**config.mk**
```make
export PLATFORM = sky130hd
export DESIGN_NAME = uart_tx_arbiter_flat
export DESIGN_NICKNAME = d
export VERILOG_FILES = /design/src/rtl/uart_tx_arbiter_if.sv /design/src/rtl/uart_tx_arbiter.sv /design/src/flat_wrapper.sv
export SDC_FILE = /design/constraint.sdc
export NUM_CORES = 1
export LEC_CHECK = 0
export ABC_AREA = 1
export CAP_MARGIN = 20
export CORE_ASPECT_RATIO = 0.8
export CORE_MARGIN = 2
export CORE_UTILIZATION = 40
export CTS_CLUSTER_DIAMETER = 50
export DETAILED_ROUTE_END_ITERATION = 6
export PLACE_DENSITY = 0.76
export SLEW_MARGIN = 20
export SYNTH_ARGS = -nofsm -noshare
export SYNTH_HDL_FRONTEND = slang
export SYNTH_SLANG_ARGS = --single-unit
```
**constraint.sdc**
```tcl
create_clock -name CLK_50M -period 2.6 [get_ports CLK_50M]
set_clock_uncertainty 0.15 [all_clocks]
set_input_delay 0.65 -clock CLK_50M [delete_from_list [all_inputs] [get_ports CLK_50M]]
set_output_delay 0.65 -clock CLK_50M [all_outputs]
set_load 0.02 [all_outputs]
```
**src/rtl/uart_tx_arbiter_if.sv**
```systemverilog
// uart_tx_arbiter_if: requester and TX-controller handshake bundle for uart_tx_arbiter
//   req_valid/req_data/req_ack : NUM_REQ byte requesters (byte i at req_data[8i+7:8i])
//   grant_id                   : index of the last/current granted requester
//   tx_send_en/tx_din/tx_busy  : UART TX controller send handshake
//   arb_busy/timeout_err       : arbiter status
//   master = requesters + TX controller side, slave = arbiter side
interface uart_tx_arbiter_if #(
  parameter int NUM_REQ = 4,
  parameter int GID_W = 2
);
  logic [NUM_REQ-1:0] req_valid;
  logic [8*NUM_REQ-1:0] req_data;
  logic [NUM_REQ-1:0] req_ack;
  logic [GID_W-1:0] grant_id;
  logic tx_send_en;
  logic [7:0] tx_din;
  logic tx_busy;
  logic arb_busy;
  logic timeout_err;
  modport master (
    output req_valid, req_data, tx_busy,
    input req_ack, grant_id, tx_send_en, tx_din, arb_busy, timeout_err
  );
  modport slave (
    input req_valid, req_data, tx_busy,
    output req_ack, grant_id, tx_send_en, tx_din, arb_busy, timeout_err
  );
endinterface

```
**src/rtl/uart_tx_arbiter.sv**
```systemverilog
// uart_tx_arbiter: round-robin arbiter sharing one UART TX controller among NUM_REQ byte requesters
//   CLK_50M : 50 MHz clock, rising edge
//   reset   : synchronous active-high reset
//   bus     : uart_tx_arbiter_if.slave (requester handshake, TX controller handshake, status)
//   Optional macro TX_ARB_TIMEOUT_EN: abort LAUNCH after LAUNCH_TIMEOUT cycles without tx_busy,
//   setting sticky timeout_err; without it LAUNCH waits forever and timeout_err is tied low.
module uart_tx_arbiter #(
  parameter int NUM_REQ = 4,
  parameter int GID_W = 2,
  parameter int LAUNCH_TIMEOUT = 1023
) (
  input logic CLK_50M,
  input logic reset,
  uart_tx_arbiter_if.slave bus
);
  if (NUM_REQ < 2 || NUM_REQ > 8 || GID_W < $clog2(NUM_REQ) || LAUNCH_TIMEOUT < 1) begin : g_bad_cfg
    $error("uart_tx_arbiter: unsupported parameter combination");
  end
  typedef enum logic [1:0] {IDLE, LAUNCH, WAIT_DONE} state_t;
  state_t state_q, state_d;
  logic [GID_W-1:0] rr_ptr_q, rr_ptr_d, grant_id_q, grant_id_d, win, idx;
  logic [7:0] tx_din_q, tx_din_d, win_data;
  logic send_en_q, send_en_d, found;
  logic [NUM_REQ-1:0] ack_q, ack_d;
`ifdef TX_ARB_TIMEOUT_EN
  localparam int CW = $clog2(LAUNCH_TIMEOUT + 1);
  logic [CW-1:0] cnt_q, cnt_d;
  logic timeout_err_q, timeout_err_d;
`endif
  // Scan downwards so the requester closest to rr_ptr (smallest offset) is the last writer and wins.
  always_comb begin
    win = '0;
    idx = '0;
    found = 1'b0;
    for (int k = NUM_REQ - 1; k >= 0; k--) begin
      idx = GID_W'((int'(rr_ptr_q) + k) % NUM_REQ);
      if (bus.req_valid[idx]) begin
        win = idx;
        found = 1'b1;
      end
    end
    win_data = 8'(bus.req_data >> {win, 3'b000});
  end
  always_comb begin
    state_d = state_q;
    rr_ptr_d = rr_ptr_q;
    grant_id_d = grant_id_q;
    tx_din_d = tx_din_q;
    send_en_d = send_en_q;
    ack_d = '0;
`ifdef TX_ARB_TIMEOUT_EN
    cnt_d = cnt_q;
    timeout_err_d = timeout_err_q;
`endif
    case (state_q)
      IDLE: if (!bus.tx_busy && found) begin
        tx_din_d = win_data;
        send_en_d = 1'b1;
        ack_d = NUM_REQ'(1) << win;
        grant_id_d = win;
        rr_ptr_d = win == GID_W'(NUM_REQ - 1) ? '0 : win + 1'b1;
        state_d = LAUNCH;
`ifdef TX_ARB_TIMEOUT_EN
        cnt_d = '0;
`endif
      end
      LAUNCH: if (bus.tx_busy) begin
        send_en_d = 1'b0;
        state_d = WAIT_DONE;
      end
`ifdef TX_ARB_TIMEOUT_EN
      else if (cnt_q == CW'(LAUNCH_TIMEOUT - 1)) begin
        send_en_d = 1'b0;
        timeout_err_d = 1'b1;
        state_d = IDLE;
      end else cnt_d = cnt_q + 1'b1;
`endif
      WAIT_DONE: state_d = bus.tx_busy ? WAIT_DONE : IDLE;
      default: state_d = IDLE;
    endcase
  end
  always_ff @(posedge CLK_50M) begin
    if (reset) begin
      state_q <= IDLE;
      rr_ptr_q <= '0;
      grant_id_q <= '0;
      tx_din_q <= '0;
      send_en_q <= 1'b0;
      ack_q <= '0;
`ifdef TX_ARB_TIMEOUT_EN
      cnt_q <= '0;
      timeout_err_q <= 1'b0;
`endif
    end else begin
      state_q <= state_d;
      rr_ptr_q <= rr_ptr_d;
      grant_id_q <= grant_id_d;
      tx_din_q <= tx_din_d;
      send_en_q <= send_en_d;
      ack_q <= ack_d;
`ifdef TX_ARB_TIMEOUT_EN
      cnt_q <= cnt_d;
      timeout_err_q <= timeout_err_d;
`endif
    end
  end
  assign bus.req_ack = ack_q;
  assign bus.grant_id = grant_id_q;
  assign bus.tx_send_en = send_en_q;
  assign bus.tx_din = tx_din_q;
  assign bus.arb_busy = state_q != IDLE;
`ifdef TX_ARB_TIMEOUT_EN
  assign bus.timeout_err = timeout_err_q;
`else
  assign bus.timeout_err = 1'b0;
`endif
endmodule

```
**src/flat_wrapper.sv**
```systemverilog
// flat-port wrapper written by rule: the top's interface ports become plain ports
module uart_tx_arbiter_flat 
#(
  parameter int NUM_REQ = 4,
  parameter int GID_W = 2,
  parameter int LAUNCH_TIMEOUT = 1023
)
  (CLK_50M, reset, bus_req_valid, bus_req_data, bus_tx_busy, bus_req_ack, bus_grant_id, bus_tx_send_en, bus_tx_din, bus_arb_busy, bus_timeout_err);
  uart_tx_arbiter_if #(.NUM_REQ(NUM_REQ), .GID_W(GID_W)) bus_i ();
  input logic CLK_50M;
  input logic reset;
  input wire logic [$bits(bus_i.req_valid)-1:0] bus_req_valid;
  input wire logic [$bits(bus_i.req_data)-1:0] bus_req_data;
  input wire logic [$bits(bus_i.tx_busy)-1:0] bus_tx_busy;
  output wire logic [$bits(bus_i.req_ack)-1:0] bus_req_ack;
  output wire logic [$bits(bus_i.grant_id)-1:0] bus_grant_id;
  output wire logic [$bits(bus_i.tx_send_en)-1:0] bus_tx_send_en;
  output wire logic [$bits(bus_i.tx_din)-1:0] bus_tx_din;
  output wire logic [$bits(bus_i.arb_busy)-1:0] bus_arb_busy;
  output wire logic [$bits(bus_i.timeout_err)-1:0] bus_timeout_err;
  assign bus_i.req_valid = bus_req_valid;
  assign bus_i.req_data = bus_req_data;
  assign bus_i.tx_busy = bus_tx_busy;
  assign bus_req_ack = bus_i.req_ack;
  assign bus_grant_id = bus_i.grant_id;
  assign bus_tx_send_en = bus_i.tx_send_en;
  assign bus_tx_din = bus_i.tx_din;
  assign bus_arb_busy = bus_i.arb_busy;
  assign bus_timeout_err = bus_i.timeout_err;
  uart_tx_arbiter #(.NUM_REQ(NUM_REQ), .GID_W(GID_W), .LAUNCH_TIMEOUT(LAUNCH_TIMEOUT)) u_core (.CLK_50M(CLK_50M), .reset(reset), .bus(bus_i));
endmodule
```
==> summary.txt, run 1 <==
Synth
  • Area of the mapped netlist: roughly 1300 sq um
  • Cell type with the largest total area after synthesis: dfxtp_1
  • Dominant cells by area after synthesis: dfxtp_1, nand2_1, nand3_1
  • Cell count after synthesis: ~180
  • Post-Synth XOR/XNOR Area: 0
  • Synthesis-stage register bit count: 19
  • Largest family of logic cells by synthesized area: simple AND/OR/NAND/NOR gates
  • Post-synthesis compound-gate area fraction: 0.0274
  • Sequential area share after synthesis: 0.297
  • Adder-Cell Fraction of Synth Area: 0.00978
  • Post-synth cell types: 24
  • Syn_area_per_cell: slightly below 7 sq um
  • Warnings, synthesis: 0
  • Post-synth top area share: 0.297
  • Proportion of synthesized area in mux cells: 0
  • Simple-gate share of the synthesized area: 0.554
  • Syn nets: around 220

Detailed routing
  • Met1 Wirelength: about 1600 microns
  • DR top layer: met3
  • Vias: 1371
  • Pre-antenna DRT Iters: 4
  • Via density: slightly below 5
  • Initial DRC Count: 54
  • Wire length on met3: 273 microns
  • DRC Markers: 0
  • Antenna-violating nets left: 0
  • WL per Instance: 11.9 microns
  • Final wirelength: between 3000 and 4000 microns
  • Metal2 WL: about 1500 microns

Min path
  • Hold Crit Endpoint: u_core.bus.grant_id[1]
  • Hold depth: 2
  • Worst Hold Launch: u_core.bus.grant_id[1]
  • Worst hold path type: flip-flop to flip-flop

STA
  • RSZ-0062 raised after global routing: no
  • Min Clock Period, post-route: 2.29 ns
  • Setup Total Neg Slack: 0 ns
  • Worst setup margin: a little over 0.3 ns
  • Period utilization: 0.881
  • Max-slew violation count: 0
  • Final hold violations: 0
  • Final setup fails: 0
  • Max Clock Freq: around 0.44 GHz

Setup path
  • Worst Path Arrival: ~2.3 ns
  • Bufs and invs on worst path: 3
  • Critical path class: input port to flip-flop
  • Worst path slowest cell: clkdlybuf4s50_1
  • Flop-to-flop setup slack: roughly 0.57 ns
  • Worst path depth: 13
  • Critical path startpoint: bus_req_valid[3]
  • Crit path max fanout: 9
  • Worst EP required: between 2 and 3 ns
  • R2r startpoint: u_core.rr_ptr_q[0]
  • Worst r2r dst: u_core.bus.grant_id[0]
  • Worst reg-to-reg path cell count: 11
  • Crit-path cells: clkdlybuf4s50_1, inv_1, nand2_1, nand3_1, nand2_1, nand3_1, nand3_4, nand2_4, buf_4, nand2_1, nand3_1, nand3_1, nand2_1
  • Crit-path leading delay family: simple AND/OR/NAND/NOR gates
  • Crit end category: flip-flop
  • Crit path launch type: input port
  • Slowest cell delay on critical path: 0.49 ns

Global route
  • Global-route wire length before repair: between 5000 and 6000 microns
  • Initial antenna violation count: 0
  • Number of global-route vias before repair: 1243
  • Congestion Overflow GR: 0
  • Largest net degree at the start of global routing: 12
  • GRT Util Overall: 0.197

Final layout
  • Share of cells above drive strength 1: 0.218
  • # diodes: 0
  • Area of the multi-input gates: 761 sq um
  • Area Growth Syn to Fin: 49.8%
  • Register area: about 380 sq um
  • Fillers: 294
  • # nets final: between 200 and 300

Die
  • CORE AREA: 3060 sq um
  • Die area: 3670 sq um
  • I/O Pins: 56
  • Site row count: 18
  • Initial Util: 0.418
  • Chip height: between 50 and 60 microns
  • Die width: 67.2 microns

Power and ir drop
  • PD cells: approximately 1100 nW/um^2
  • Leak: ~0.87 nW
  • VDD IR max: a little over 0.7 mV

Clock network
  • CTS H-tree depth: 1
  • Clock transition at path regs: around 0.07 ns
  • Post-CTS Setup Inserts: 0
  • Root buffer cell: clkbuf_8
  • Clock buffer depth: 2
  • Post-CTS sizing: 0
  • Total CTS buffers: 3
  • CTS sink count: 19
  • CTS tree: yes
  • Clk Latency, worst-skew pair: between 0.2 and 0.3 ns
  • Cts hold-fix bufs: 0

Placed design
  • Detail Placement HPWL: around 2600 microns
  • I/O Buffers: 54
  • Gp weighted congestion: between 0.8 and 0.9
  • Setup Slack @ Placement: 0.0423 ns

Run status
  • Status: finished clean

Job
  • Maxcap violations: 0
[metal layers]
layer  track usage  vias up
li1              -      712
met1         0.275      610
met2         0.317       49
met3        0.0494        0
met4        0.0204        0
met5             0        -
[report_power, final]
group	switching, mW	internal [mW]
Clock	0.0991	0.107
Sequential	0.0692	0.378
Combinational	0.856	0.594
Total	1.02	1.08
[tightest hold or removal path, stage by stage (launching register included)]
cell	delay (ns)
dfxtp_1	0.33
nand2_1	0.05
nand2_1	0.04
[synthesized netlist by cell type (all sizes together)]
cell and instances:
nand2 72, nand3 50, dfxtp 19, inv 16
nor2 9, buf 7, a21oi 2, o21ai 2
a31o 1, clkinv 1, conb 1, ha 1
nor3 1, nor4 1, o22ai 1
[state kept, by name, indices dropped and copies added, names as in the netlist]
name,flops
u_core.bus.req_ack,4
u_core.bus.tx_din,8
u_core.state_q,2
u_core.rr_ptr_q,2
u_core.bus.grant_id,2
u_core.bus.tx_send_en,1
[cells by family after synthesis]
logic type               count (synthesis)
AND/OR/NAND/NOR                        133
buffers and inverters                   24
flip-flops                              19
AO/OA/AOI/OAI                            6
adder cells (fa/ha/maj)                  1
other                                    1
[area by class of cell]
class	count	share of cell area
multi-input combinational	141	0.397
timing repair buffer	62	0.320
sequential	19	0.198
inverter	17	0.0346
tap	40	0.0261
clock buffer	3	0.0215
clock inverter	1	0.00261
[worst max path at each step]
stage	end	slack, ns
global placement	u_core.bus.tx_din[6]	0.1
detailed placement	u_core.bus.tx_din[7]	0.04
finish	u_core.bus.tx_din[5]	0.31
global route	u_core.bus.tx_din[6]	0.08
floorplan	u_core.rr_ptr_q[1]	0.57
CTS	u_core.bus.tx_din[7]	0.32
[per-stage QoR]
step | instance area, sq um | total power, mW | utilization | instances | hold slack, ns
after CTS | 1920 | 2.12 | 0.626 | 283 | 0.303
final | 1920 | 2.10 | 0.626 | 283 | 0.300
after global placement | 1870 | 1.89 | 0.611 | 279 | 0.289
after floorplan | 1280 | 1.52 | - | 184 | 0.278
after detailed placement | 1870 | 1.91 | 0.611 | 279 | 0.286
after global routing | 1920 | 2.31 | 0.626 | 283 | 0.329
[cell usage in the layout, fill, tap and decap left out, drive strengths merged]
cell,Yosys,layout
a21oi,2,2
a31o,1,1
buf,7,8
clkbuf,0,3
clkdlybuf4s50,0,54
clkinv,1,2
conb,1,1
dfxtp,19,19
ha,1,1
inv,16,16
nand2,72,72
nand3,50,50
nor2,9,9
nor3,1,1
nor4,1,1
o21ai,2,2
o22ai,1,1
No activity file was read; power rests on OpenSTA's default activity.
==> inputs of run 2 (changes only) <==
--- a/config.mk
+++ b/config.mk
@@ -8,7 +8,7 @@
 export ABC_AREA = 1
 export CAP_MARGIN = 20
 export CORE_ASPECT_RATIO = 0.8
-export CORE_MARGIN = 2
+export CORE_MARGIN = 3
 export CORE_UTILIZATION = 40
 export CTS_CLUSTER_DIAMETER = 50
 export DETAILED_ROUTE_END_ITERATION = 6
==> summary.txt, run 2 (synthesis results as in run 1) <==
Placed design
  • I/O Buffers: 54
  • Placed instance area: between 1500 and 2000 sq um
  • Detail Placement HPWL: around 2500 microns
  • Gp weighted congestion: slightly below 0.9

Final layout
  • Largest register FFs: 8
  • Area Growth Syn to Fin: 48.6%
  • # nets final: 282
  • Register area: 380 sq um
  • Core Util, Final: 0.653
  • Most frequent cells in the layout: clkdlybuf4s50_1, nand2_1, nand3_1
  • Share of cells above drive strength 1: 0.212
  • # diodes: 0
  • Final instance area: ~1900 sq um
  • Fillers: approximately 280
  • Area of the multi-input gates: roughly 760 sq um
  • Most common cell after layout, fill and taps aside: clkdlybuf4s50_1

Global route
  • GRT Util Overall: 0.172
  • Number of global-route vias before repair: between 1000 and 1500
  • Largest net degree at the start of global routing: 17
  • GRT met2 Usage: 0.251
  • GR peak layer: met2
  • Global-route wire length before repair: ~5500 microns
  • Initial antenna violation count: 0
  • Met3 usage: 0.0519
  • Routing usage on met1: 0.242
  • Congestion Overflow GR: 0

Clock network
  • Post-CTS sizing: 0
  • CTS tree: yes
  • Clock transition at path regs: ~0.08 ns
  • Post-CTS Setup Inserts: 0
  • Total CTS buffers: 3
  • Cts hold-fix bufs: 0
  • CTS sink count: 19
  • Clk Latency, worst-skew pair: about 0.26 ns
  • Root buffer cell: clkbuf_8
  • CTS H-tree depth: 1
  • Clock buffer depth: 2

STA
  • RSZ-0062 raised after global routing: no
  • Final hold violations: 0
  • Setup Total Neg Slack: 0 ns
  • Max Clock Freq: between 0.4 and 0.5 GHz
  • Min Clock Period, post-route: 2.28 ns
  • Period utilization: 0.876
  • Max-slew violation count: 0
  • Final setup fails: 0

Detailed routing
  • Antenna-violating nets left: 0
  • Pre-antenna DRT Iters: 4
  • Via density: 4.72
  • Final wirelength: about 3200 microns
  • WL per Instance: around 12 microns
  • Vias: 1316
  • Initial DRC Count: 83
  • DRC Markers: 0

Power and ir drop
  • VDD IR max: 0.554 mV
  • Total power: between 2 and 2.5 mW
  • Leak: about 0.85 nW
  • PD cells: 1110 nW/um^2

Setup path
  • R2r startpoint: u_core.rr_ptr_q[0]
  • Top cell by count, worst path: nand2_1
  • Worst EP required: approximately 2.6 ns
  • Worst r2r dst: u_core.bus.tx_din[6]
  • Worst Path Arrival: roughly 2.3 ns
  • Worst reg-to-reg path cell count: 11
  • Crit-path cells: clkdlybuf4s50_1, inv_1, nand2_1, nand2_1, nand2_2, nor3_1, nor2_1, nand2_2, nand2_1, clkinv_1, nand2_1, nand2_1
  • Crit-path leading delay family: simple AND/OR/NAND/NOR gates
  • Crit path max fanout: 9
  • Flop-to-flop setup slack: between 0.5 and 0.6 ns
  • Critical path class: input port to flip-flop
  • Crit path launch type: input port
  • Bufs and invs on worst path: 3
  • Slowest cell delay on critical path: 0.49 ns
  • Crit end category: flip-flop
  • Worst path slowest cell: clkdlybuf4s50_1

Min path
  • Hold Crit Endpoint: u_core.bus.grant_id[1]
  • Worst hold path type: flip-flop to flip-flop
  • Hold depth: 2
  • Worst Hold Launch: u_core.bus.grant_id[1]

Die
  • Die width: roughly 69 microns
  • CORE AREA: 2910 sq um
  • Die area: ~4000 sq um
  • Initial Util: 0.439
  • I/O Pins: 56
  • Chip height: between 50 and 60 microns
  • Site row count: 17

Job
  • Maxcap violations: 0

Run status
  • Status: finished clean
-- run 2: cell type report --
| type | instances | area share |
|---|---|---|
| Clock buffer | 3 | 0.0217 |
| Clock inverter | 1 | 0.00395 |
| Inverter | 17 | 0.0349 |
| Multi-Input combinational cell | 141 | 0.400 |
| Sequential cell | 19 | 0.200 |
| Tap cell | 38 | 0.0250 |
| Timing Repair Buffer | 60 | 0.314 |
-- run 2: power by group --
part	switching [mW]	internal (mW)	total, mW
sequential	0.0672	0.378	0.445
clock	0.106	0.108	0.214
combinational	0.848	0.603	1.45
total	1.02	1.09	2.11
-- run 2: worst register-to-register path, delay by kind of cell, from the launching register on --
kind	cells	cell delay, ns
buffers and inverters	2	0.35
DFF	1	0.58
and+or+nand+nor	9	0.84
-- run 2: layer usage --
metal	part of all wire	vias to the layer above
li1	-	710
met1	0.49	557
met2	0.42	45
met3	0.072	4
met4	0.011	0
met5	0	-
-- run 2: stage by stage --
stage / setup slack, ns / hold WS (ns) / cells
global placement: 0.0994 / 0.279 / 275
floorplan: 0.569 / 0.278 / 184
finish: 0.322 / 0.297 / 279
detailed placement: 0.0444 / 0.286 / 275
CTS: 0.316 / 0.302 / 279
global route: 0.116 / 0.330 / 279
-- run 2: worst max path at each step --
stage / start / to / slack (ns) / depth (start not counted)
floorplan: bus_req_valid[3] / u_core.rr_ptr_q[1] / 0.57 / 11
global placement: bus_req_valid[3] / u_core.bus.grant_id[1] / 0.1 / 12
detailed placement: bus_req_valid[3] / u_core.bus.tx_din[6] / 0.04 / 12
CTS: bus_req_valid[3] / u_core.bus.tx_din[6] / 0.32 / 12
global route: bus_req_valid[3] / u_core.bus.tx_din[4] / 0.12 / 12
finish: bus_req_valid[3] / u_core.bus.tx_din[6] / 0.32 / 12
